--- src/rtl/bus_txn_ctrl.sv ---
// Control-side initiator for the shared 8-bit data bus (source 2'b11).
// Optional idle-bus watchdog: define BUS_TXN_CTRL_TIMEOUT_EN.
module bus_txn_ctrl #(
   parameter int LEN_W          = 8,
   parameter int GRANT_CYCLES   = 3,
   parameter int TIMEOUT_CYCLES = 64
) (
   input  logic             clk,
   input  logic             rst_n,
   input  logic             req_valid,
   input  logic [1:0]       req_src,
   input  logic [1:0]       req_dest,
   input  logic [LEN_W-1:0] req_len,
   output logic             req_ready,
   output logic             send_valid,
   output logic [7:0]       send_data,
   input  logic             send_ready,
   input  logic             bus_valid,
   output logic             ack,
   output logic             busy,
   output logic             err
);

   localparam int GW = (GRANT_CYCLES > 1) ? $clog2(GRANT_CYCLES) : 1;

   typedef enum logic [2:0] {
      IDLE, HDR, GRANT, XFER, ACK
   } state_t;

   state_t           state, state_n;
   logic [LEN_W-1:0] len_q, len_n;
   logic [LEN_W-1:0] beat_q, beat_n;
   logic [GW-1:0]    gcnt_q, gcnt_n;
   logic             sv_n, ack_n, busy_n, err_n;
   logic [7:0]       sd_n;
   logic             bv;

   // A floating monitor line reads as an idle bus.
   assign bv        = (bus_valid === 1'b1);
   assign req_ready = (state == IDLE);

`ifdef BUS_TXN_CTRL_TIMEOUT_EN
   localparam int TW = $clog2(TIMEOUT_CYCLES + 1);
   logic [TW-1:0] idle_q, idle_n;
   logic          tmo;

   // Watchdog: consecutive idle-bus cycles while the bus is owned.
   always_comb begin
      idle_n = idle_q;
      tmo    = 1'b0;
      if (state == GRANT || state == XFER) begin
         if (bv)
            idle_n = '0;
         else if (idle_q == TW'(TIMEOUT_CYCLES - 1))
            tmo = 1'b1;
         else
            idle_n = idle_q + TW'(1);
      end
      if (state == ACK)
         idle_n = '0;
   end

   // Watchdog counter register.
   always_ff @(posedge clk or negedge rst_n) begin
      if (!rst_n)
         idle_q <= '0;
      else
         idle_q <= idle_n;
   end
`endif

   // Next-state and registered-output logic.
   always_comb begin
      state_n = state;
      len_n   = len_q;
      beat_n  = beat_q;
      gcnt_n  = gcnt_q;
      sv_n    = send_valid;
      sd_n    = send_data;
      ack_n   = 1'b0;
      busy_n  = busy;
      err_n   = 1'b0;
      unique case (state)
         IDLE: begin
            if (req_valid) begin
               if (req_src == 2'b11) begin
                  err_n = 1'b1;
               end else begin
                  len_n   = req_len;
                  busy_n  = 1'b1;
                  sv_n    = 1'b1;
                  sd_n    = {2'b00, req_dest, req_src, 2'b00};
                  state_n = HDR;
               end
            end
         end
         HDR: begin
            if (send_ready) begin
               sv_n = 1'b0;
               sd_n = '0;
               if (len_q == '0) begin
                  ack_n   = 1'b1;
                  state_n = ACK;
               end else begin
                  gcnt_n  = '0;
                  state_n = GRANT;
               end
            end
         end
         GRANT: begin
            if (gcnt_q == GW'(GRANT_CYCLES - 1)) begin
               gcnt_n  = '0;
               state_n = XFER;
            end else begin
               gcnt_n = gcnt_q + GW'(1);
            end
         end
         XFER: begin
            if (bv) begin
               if (beat_q == len_q - LEN_W'(1)) begin
                  ack_n   = 1'b1;
                  state_n = ACK;
               end else begin
                  beat_n = beat_q + LEN_W'(1);
               end
            end
         end
         ACK: begin
            busy_n  = 1'b0;
            beat_n  = '0;
            gcnt_n  = '0;
            len_n   = '0;
            state_n = IDLE;
         end
         default: state_n = IDLE;
      endcase
`ifdef BUS_TXN_CTRL_TIMEOUT_EN
      if (tmo) begin
         err_n   = 1'b1;
         ack_n   = 1'b1;
         state_n = ACK;
      end
`endif
   end

   // State, counters and output registers.
   always_ff @(posedge clk or negedge rst_n) begin
      if (!rst_n) begin
         state      <= IDLE;
         len_q      <= '0;
         beat_q     <= '0;
         gcnt_q     <= '0;
         send_valid <= 1'b0;
         send_data  <= '0;
         ack        <= 1'b0;
         busy       <= 1'b0;
         err        <= 1'b0;
      end else begin
         state      <= state_n;
         len_q      <= len_n;
         beat_q     <= beat_n;
         gcnt_q     <= gcnt_n;
         send_valid <= sv_n;
         send_data  <= sd_n;
         ack        <= ack_n;
         busy       <= busy_n;
         err        <= err_n;
      end
   end

endmodule

--- config.mk ---
export PLATFORM = sky130hd
export DESIGN_NAME = bus_txn_ctrl
export DESIGN_NICKNAME = d
export VERILOG_FILES = /design/src/rtl/bus_txn_ctrl.sv
export SDC_FILE = /design/constraint.sdc
export NUM_CORES = 1
export LEC_CHECK = 0
export ABC_CLOCK_PERIOD_IN_PS = 2620
export BUFFER_PORTS_ARGS = -buffer_cell sky130_fd_sc_hd__buf_2
export CAP_MARGIN = 10
export CELL_PAD_IN_SITES_DETAIL_PLACEMENT = 1
export CELL_PAD_IN_SITES_GLOBAL_PLACEMENT = 1
export CORE_ASPECT_RATIO = 1.25
export CORE_MARGIN = 2
export CORE_UTILIZATION = 42
export DETAILED_ROUTE_END_ITERATION = 10
export GPL_TIMING_DRIVEN = 0
export PLACE_DENSITY_LB_ADDON = 0.1
export SETUP_SLACK_MARGIN = 0.2
export SLEW_MARGIN = 20
export SYNTH_ARGS = -nofsm -noshare
export SYNTH_HDL_FRONTEND = slang
export SYNTH_SLANG_ARGS = --single-unit
--- constraint.sdc ---
create_clock -name clk -period 2.62 [get_ports clk]
set_clock_uncertainty 0.15 [all_clocks]
set_input_delay 0.262 -clock clk [delete_from_list [all_inputs] [get_ports clk]]
set_output_delay 0.262 -clock clk [all_outputs]
set_load 0.02 [all_outputs]
==> results.txt, run 1 <==
Crit path max fanout: 8
Num ports: 30
Final Hold Viols: 0
Synth Register Bits: 29
N_diodes: 0
I/O Buffers: 25
H-tree depth: 2
Worst r2r path cells: 9
Max-cap violations: 0
Clk_lat worst skew: 280 ps
Largest net degree at the start of global routing: 30
Fin nets: 246
Cell area after layout: 0.00208 mm2
Clock period minus worst slack: 2370 ps
DRT antenna net count: 0
Syn Area/Cell: 9.11 um2
GRT Total Usage: 22.8%
TritonCTS clock tree: yes
Crit path from: len_q[0]
Slew HR: 56.3%
Primary FF master, synth: dfrtp_1
Post-synth ARST share: 100%
PD cells: 1070 mW/mm2
Initial drt markers: 34
WL per Instance: 16.3 um
Worst Max-Slew Pin Slew: 656 ps
Post-Syn Area: 0.00169 mm2
Final core occ: 54.5%
Source of the worst register-to-register timing path: len_q[0]
DIE WIDTH: 60.8 um
RD Place Congestion: 0.851
Final Non-Filler Cells: 280
Worst setup SP type: flop
Sequential share of the synthesized area: 42.8%
Initial Util: 44.4%
Number of CTS-inserted buffers: 5
Library cells used by synthesis: 48
Number of global-route vias before repair: 1565
Fmax: 422 MHz
Remaining DRCs: 0
Core ar.: 0.00382 mm2
Setup violators final: 0
Crit end category: flop
Worst Hold Depth: 2
Clock Pin Slew Worst Setup and Hold Paths: 60 ps
Min-delay src: req_dest[0]
DR pass1 iterations: 4
Sink Count: 29
Worst Path Required: 2660 ps
Commonest non-fill, non-tap cell in the layout: dfrtp_1
Clock buffer depth: 2
Gate Count Post-Synth: 186
Sequential Area: 729 um2
Vias per cell: 5.45
Most frequent cells in the layout: dfrtp_1 (26), nand2_1 (25), buf_2 (25)
Die Y: 75.0 um
Site Rows: 25
Total wire length: 4550 um
Status: finished clean
Placed cells: 268
Initial antenna violation count: 0
Fill cells: 467
First-pass GRT wire length: 7580 um
Leak: 0.979 nW
Ys Warns: 0
GRT overflow: 0
Dpl hpwl: 3400 um
EDFF count, synth: 0
Pins Over Slew Limit: 0
Multi-input logic area: 922 um2
Dpl cell area: 0.00190 mm2
P&R area growth vs syn: 22.7%
Final Cycle Share: 90.5%
Vias: 1527
RSZ-0062 raised after global routing: yes
CTS root buf: clkbuf_8
Worst EP arrival: 2410 ps
CP Class: reg -> reg
Max rail drop VDD: 0.000450 V
Layout cell share with drive strength beyond 1: 27.4%
Hold Path Class: in -> reg
Die ar.: 0.00456 mm2
synth_stat cells, types with 2 or more instances:
library cell	count	area (um2)
buf_6	2	22.5
a31o_1	2	17.5
a22o_1	4	35.0
a21oi_1	11	55.1
and3_1	2	12.5
nor3_1	5	25.0
nand2_1	25	93.8
nand2b_1	5	31.3
o31ai_1	3	22.5
or3_1	2	12.5
a21o_1	3	22.5
and4_1	2	17.5
buf_4	4	30.0
dfrtp_1	29	726
xnor2_1	6	52.6
a31o_2	2	17.5
ha_1	3	37.5
nor2_1	9	33.8
o211ai_1	4	30.0
o21ai_0	12	60.1
and2_1	2	12.5
inv_1	8	30.0
nand4_1	4	25.0
clkbuf_1	6	22.5
nand3_1	7	35.0
mux2_2	2	22.5
cell families (layout without fill, tap and decap cells):
family	after synthesis	count (layout)	synth area share [%]
simple gates	70	70	21.0
compound gates	52	52	21.8
flops	29	29	42.8
buf+inv	21	58	6.43
xor+xnor	7	7	3.62
fa+ha+maj	3	3	2.22
mux	3	3	1.92
other cells	1	4	0.221
power by group:
group          total (mW)  internal, mW  leakage (nW)  switching [mW]
clock               0.369         0.208        0.0443           0.162
combinational        1.03         0.461         0.585           0.567
sequential          0.833         0.620         0.349           0.213
total                2.23          1.29         0.979           0.942
path summary, 6_finish.rpt:
path	endpoint	slack [ps]
max	state[2]	250
max in group asynchronous	len_q[1]	1460
min reg2reg	send_valid	330
min in group asynchronous	ack	400
max reg2reg	state[2]	250
min	send_data[4]	60
state kept, by name, indices dropped and copies added (netlist names):
| register | cells |
|---|---|
| gcnt_q | 2 |
| len_q | 8 |
| send_data | 4 |
| beat_q | 8 |
| send_valid | 1 |
| ack | 1 |
| err | 1 |
| busy | 1 |
| state | 3 |
worst max-delay path: stages (launching register included):
cell and delay (ps):
dfrtp_2 450, inv_2 80, ha_2 270, xnor2_1 120, a311oi_1 240, nor3b_4 310, and4_1 230, buf_6 130
nand2_1 70, a221oi_2 220
per-stage QoR:
stage	power, mW	hold slack, ps	worst slack (ps)	TNS [ps]
3_5_place_dp	1.72	180	-17.7	-17.7
4_1_cts	2.11	49.8	218	0
5_1_grt	2.41	58.8	140	0
6_report	2.23	57.5	249	0
2_1_floorplan	1.46	-184	372	0
3_3_place_gp	1.65	171	137	0
layer usage:
layer  up-vias  routed length [um]  GRT usage [%]
li1        740                   -              -
met4         0                  65           9.18
met5         -                   0              0
met1       763                1850           27.0
met2        19                2550           40.4
met3         5                  94           3.78
area by class of cell:
cell class | instances | area share (%)
Inverter | 8 | 1.44
Timing Repair Buffer | 30 | 7.94
Buffer | 13 | 3.79
Sequential cell | 29 | 35.1
Tap cell | 54 | 3.25
Multi-Input combinational cell | 139 | 44.3
Clock buffer | 7 | 4.15
timing repair:
action | CTS | global route
pin swaps | 2 | 3
resized for setup | 2 | 13
buffers inserted | 1 | 3
endpoints found under the setup margin | 12 | 12
endpoints found under the hold margin | 29 | 0
hold buffers | 1 | 0
Note: power is estimated with default switching activity, not from simulation.
==> inputs of run 2 (changes only) <==
- ABC_CLOCK_PERIOD_IN_PS: 2620 -> 2200
- clock period: 2.62 -> 2.2 ns (I/O delays scaled with it)
==> run 2 against run 1 <==
Against the previous run: the flow now finishes with violations (setup timing); non-clock buffer count up 14; global-route usage grew 3.0 points; clock-buffer cell count decreased by 1; final cell count is 5.4% higher; via count rose by 6.3%; hold slack worse by 46 ps; cell area up 14%; first-iteration DRC count increased by 29%; setup slack worse by 350 ps; die area unchanged; fmax is 3.0% higher; critical endpoint is now beat_q[4]; largest power group unchanged.
==> results.txt, run 2 (synthesis results as in run 1) <==
Total wire length: 5470 um (+20%)
Clock Pin Slew Worst Setup and Hold Paths: 60 ps (about the same)
Min-delay src: req_dest[1]
RSZ-0062 raised after global routing: yes
Final Cycle Share: 105% (+14 points)
CP Class: reg -> reg
Cell area after layout: 0.00238 mm2 (+14%)
Leak: 1.12 nW (+14%)
Setup violators final: 13 (+13)
Dpl hpwl: 3390 um (-0.29%)
CTS root buf: clkbuf_8
Source of the worst register-to-register timing path: len_q[0]
Pins Over Slew Limit: 0 (unchanged)
Initial drt markers: 44 (+29%)
Setup WS pre-CTS: -246 ps (-228 ps)
H-tree depth: 2 (unchanged)
Final setup margin: -102 ps (-351 ps)
P&R area growth vs syn: 40.3%
TritonCTS clock tree: yes
Number of CTS-inserted buffers: 5 (unchanged)
Setup TNS: -786 ps (-786 ps)
Fmax: 434 MHz (+3.0%)
PD cells: 1370 mW/mm2 (+28%)
DIE WIDTH: 60.8 um (unchanged)
Initial Util: 44.4% (unchanged)
DRT antenna net count: 0 (unchanged)
Core ar.: 0.00382 mm2 (unchanged)
Commonest non-fill, non-tap cell in the layout: dfrtp_1
Failing checks: setup timing
Max-cap violations: 0 (unchanged)
WL per Instance: 18.5 um (+14%)
Worst EP arrival: 2320 ps (-90 ps)
Slew HR: 54.0% (-2.2 points)
Hold Path Class: in -> reg
Initial antenna violation count: 0 (unchanged)
Crit end category: flop
Layout cell share with drive strength beyond 1: 41.5% (+14 points)
Largest net degree at the start of global routing: 30 (unchanged)
Die Y: 75.0 um (unchanged)
Status: finished, violations left
Crit path max fanout: 5 (-3)
Max rail drop VDD: 0.000723 V (+61%)
First-pass GRT wire length: 8560 um (+13%)
Site Rows: 25 (unchanged)
DR pass1 iterations: 4 (unchanged)
Clk_lat worst skew: 280 ps (about the same)
Remaining DRCs: 0 (unchanged)
Clock buffer depth: 2 (unchanged)
Most frequent cells in the layout: dfrtp_1 (26), buf_2 (25), nand2_1 (23)
Fin nets: 260 (+5.7%)
RD Place Congestion: 0.880 (+3.5%)
Clock period minus worst slack: 2300 ps (-68.5 ps)
Vias: 1623 (+6.3%)
Worst Max-Slew Pin Slew: 690 ps (+33.7 ps)
Num ports: 30 (unchanged)
Worst setup SP type: flop
Dpl cell area: 0.00191 mm2 (+0.46%)
Sink Count: 29 (unchanged)
Worst Path Required: 2220 ps (-440 ps)
Die ar.: 0.00456 mm2 (unchanged)
Final Hold Viols: 0 (unchanged)
Number of global-route vias before repair: 1764 (+13%)
Vias per cell: 5.50 (+0.88%)
Top flop regs: beat_q: 8 flops, len_q: 8 flops, send_data: 4 flops
N_diodes: 0 (unchanged)
Final core occ: 62.3% (+7.8 points)
Total Power: 3.25 mW (+46%)
GRT Total Usage: 25.8% (+3.0 points)
GRT overflow: 0 (unchanged)
Crit path from: len_q[0]
I/O Buffers: 25 (unchanged)
## run 2: per-layer routing
metal  vias to the layer above  GRT usage, %  share of wire, %
li1                        767             -                 -
met1                       829          28.4                38
met2                        19          47.2                58
met3                         8          4.81               1.7
met4                         0          11.4               1.7
met5                         -             0                 0
## run 2: timing repair
action                     in CTS  in global routing
hold buffers                    1                  0
setup buffers                  11                  7
setup endpoints to repair      13                 27
pin swaps                      17                  9
hold endpoints to repair       29                  0
gates resized for setup        24                 30
## run 2: power by group
part | internal, mW | leakage (nW) | switching (mW) | total [mW]
registers | 0.738 | 0.349 | 0.283 | 1.02
clock network | 0.219 | 0.0450 | 0.210 | 0.429
logic | 0.866 | 0.723 | 0.936 | 1.80
## run 2: area by class of cell
type / count / area (um2)
fillers: 457 / 1440
clock buffers: 6 / 72.6
clock inverters: 2 / 10.0
repair buffers: 44 / 285
inverters: 8 / 30.0
well taps: 54 / 67.6
multi-input cells: 139 / 1090
plain buffers: 13 / 86.3
flip-flops and latches: 29 / 729
## run 2: worst paths after layout
path                            depth (start not counted)           end  slack, ps
max in group asynchronous                               2      len_q[2]       1050
worst min-delay path                                    2  send_data[5]         10
worst min register to register                          1    send_valid        330
worst max register to register                          9     beat_q[4]       -100
worst max-delay path                                    9     beat_q[4]       -100
min in group asynchronous                               2     beat_q[5]        360
## run 2: metrics by stage
step           std cells  hold WS (ps)
5_1_grt              295          20.6
3_3_place_gp         268           128
2_1_floorplan        189          -226
4_1_cts              288          10.5
6_report             295          11.6
3_5_place_dp         268           141
## run 2: critical path, cell delays in order, from the launching register on
cell,delay [ps]
dfrtp_2,440
inv_2,100
ha_4,220
xnor2_4,120
a311oi_2,200
nor3b_4,260
buf_4,160
a41oi_4,160
buf_6,170
a31o_4,210
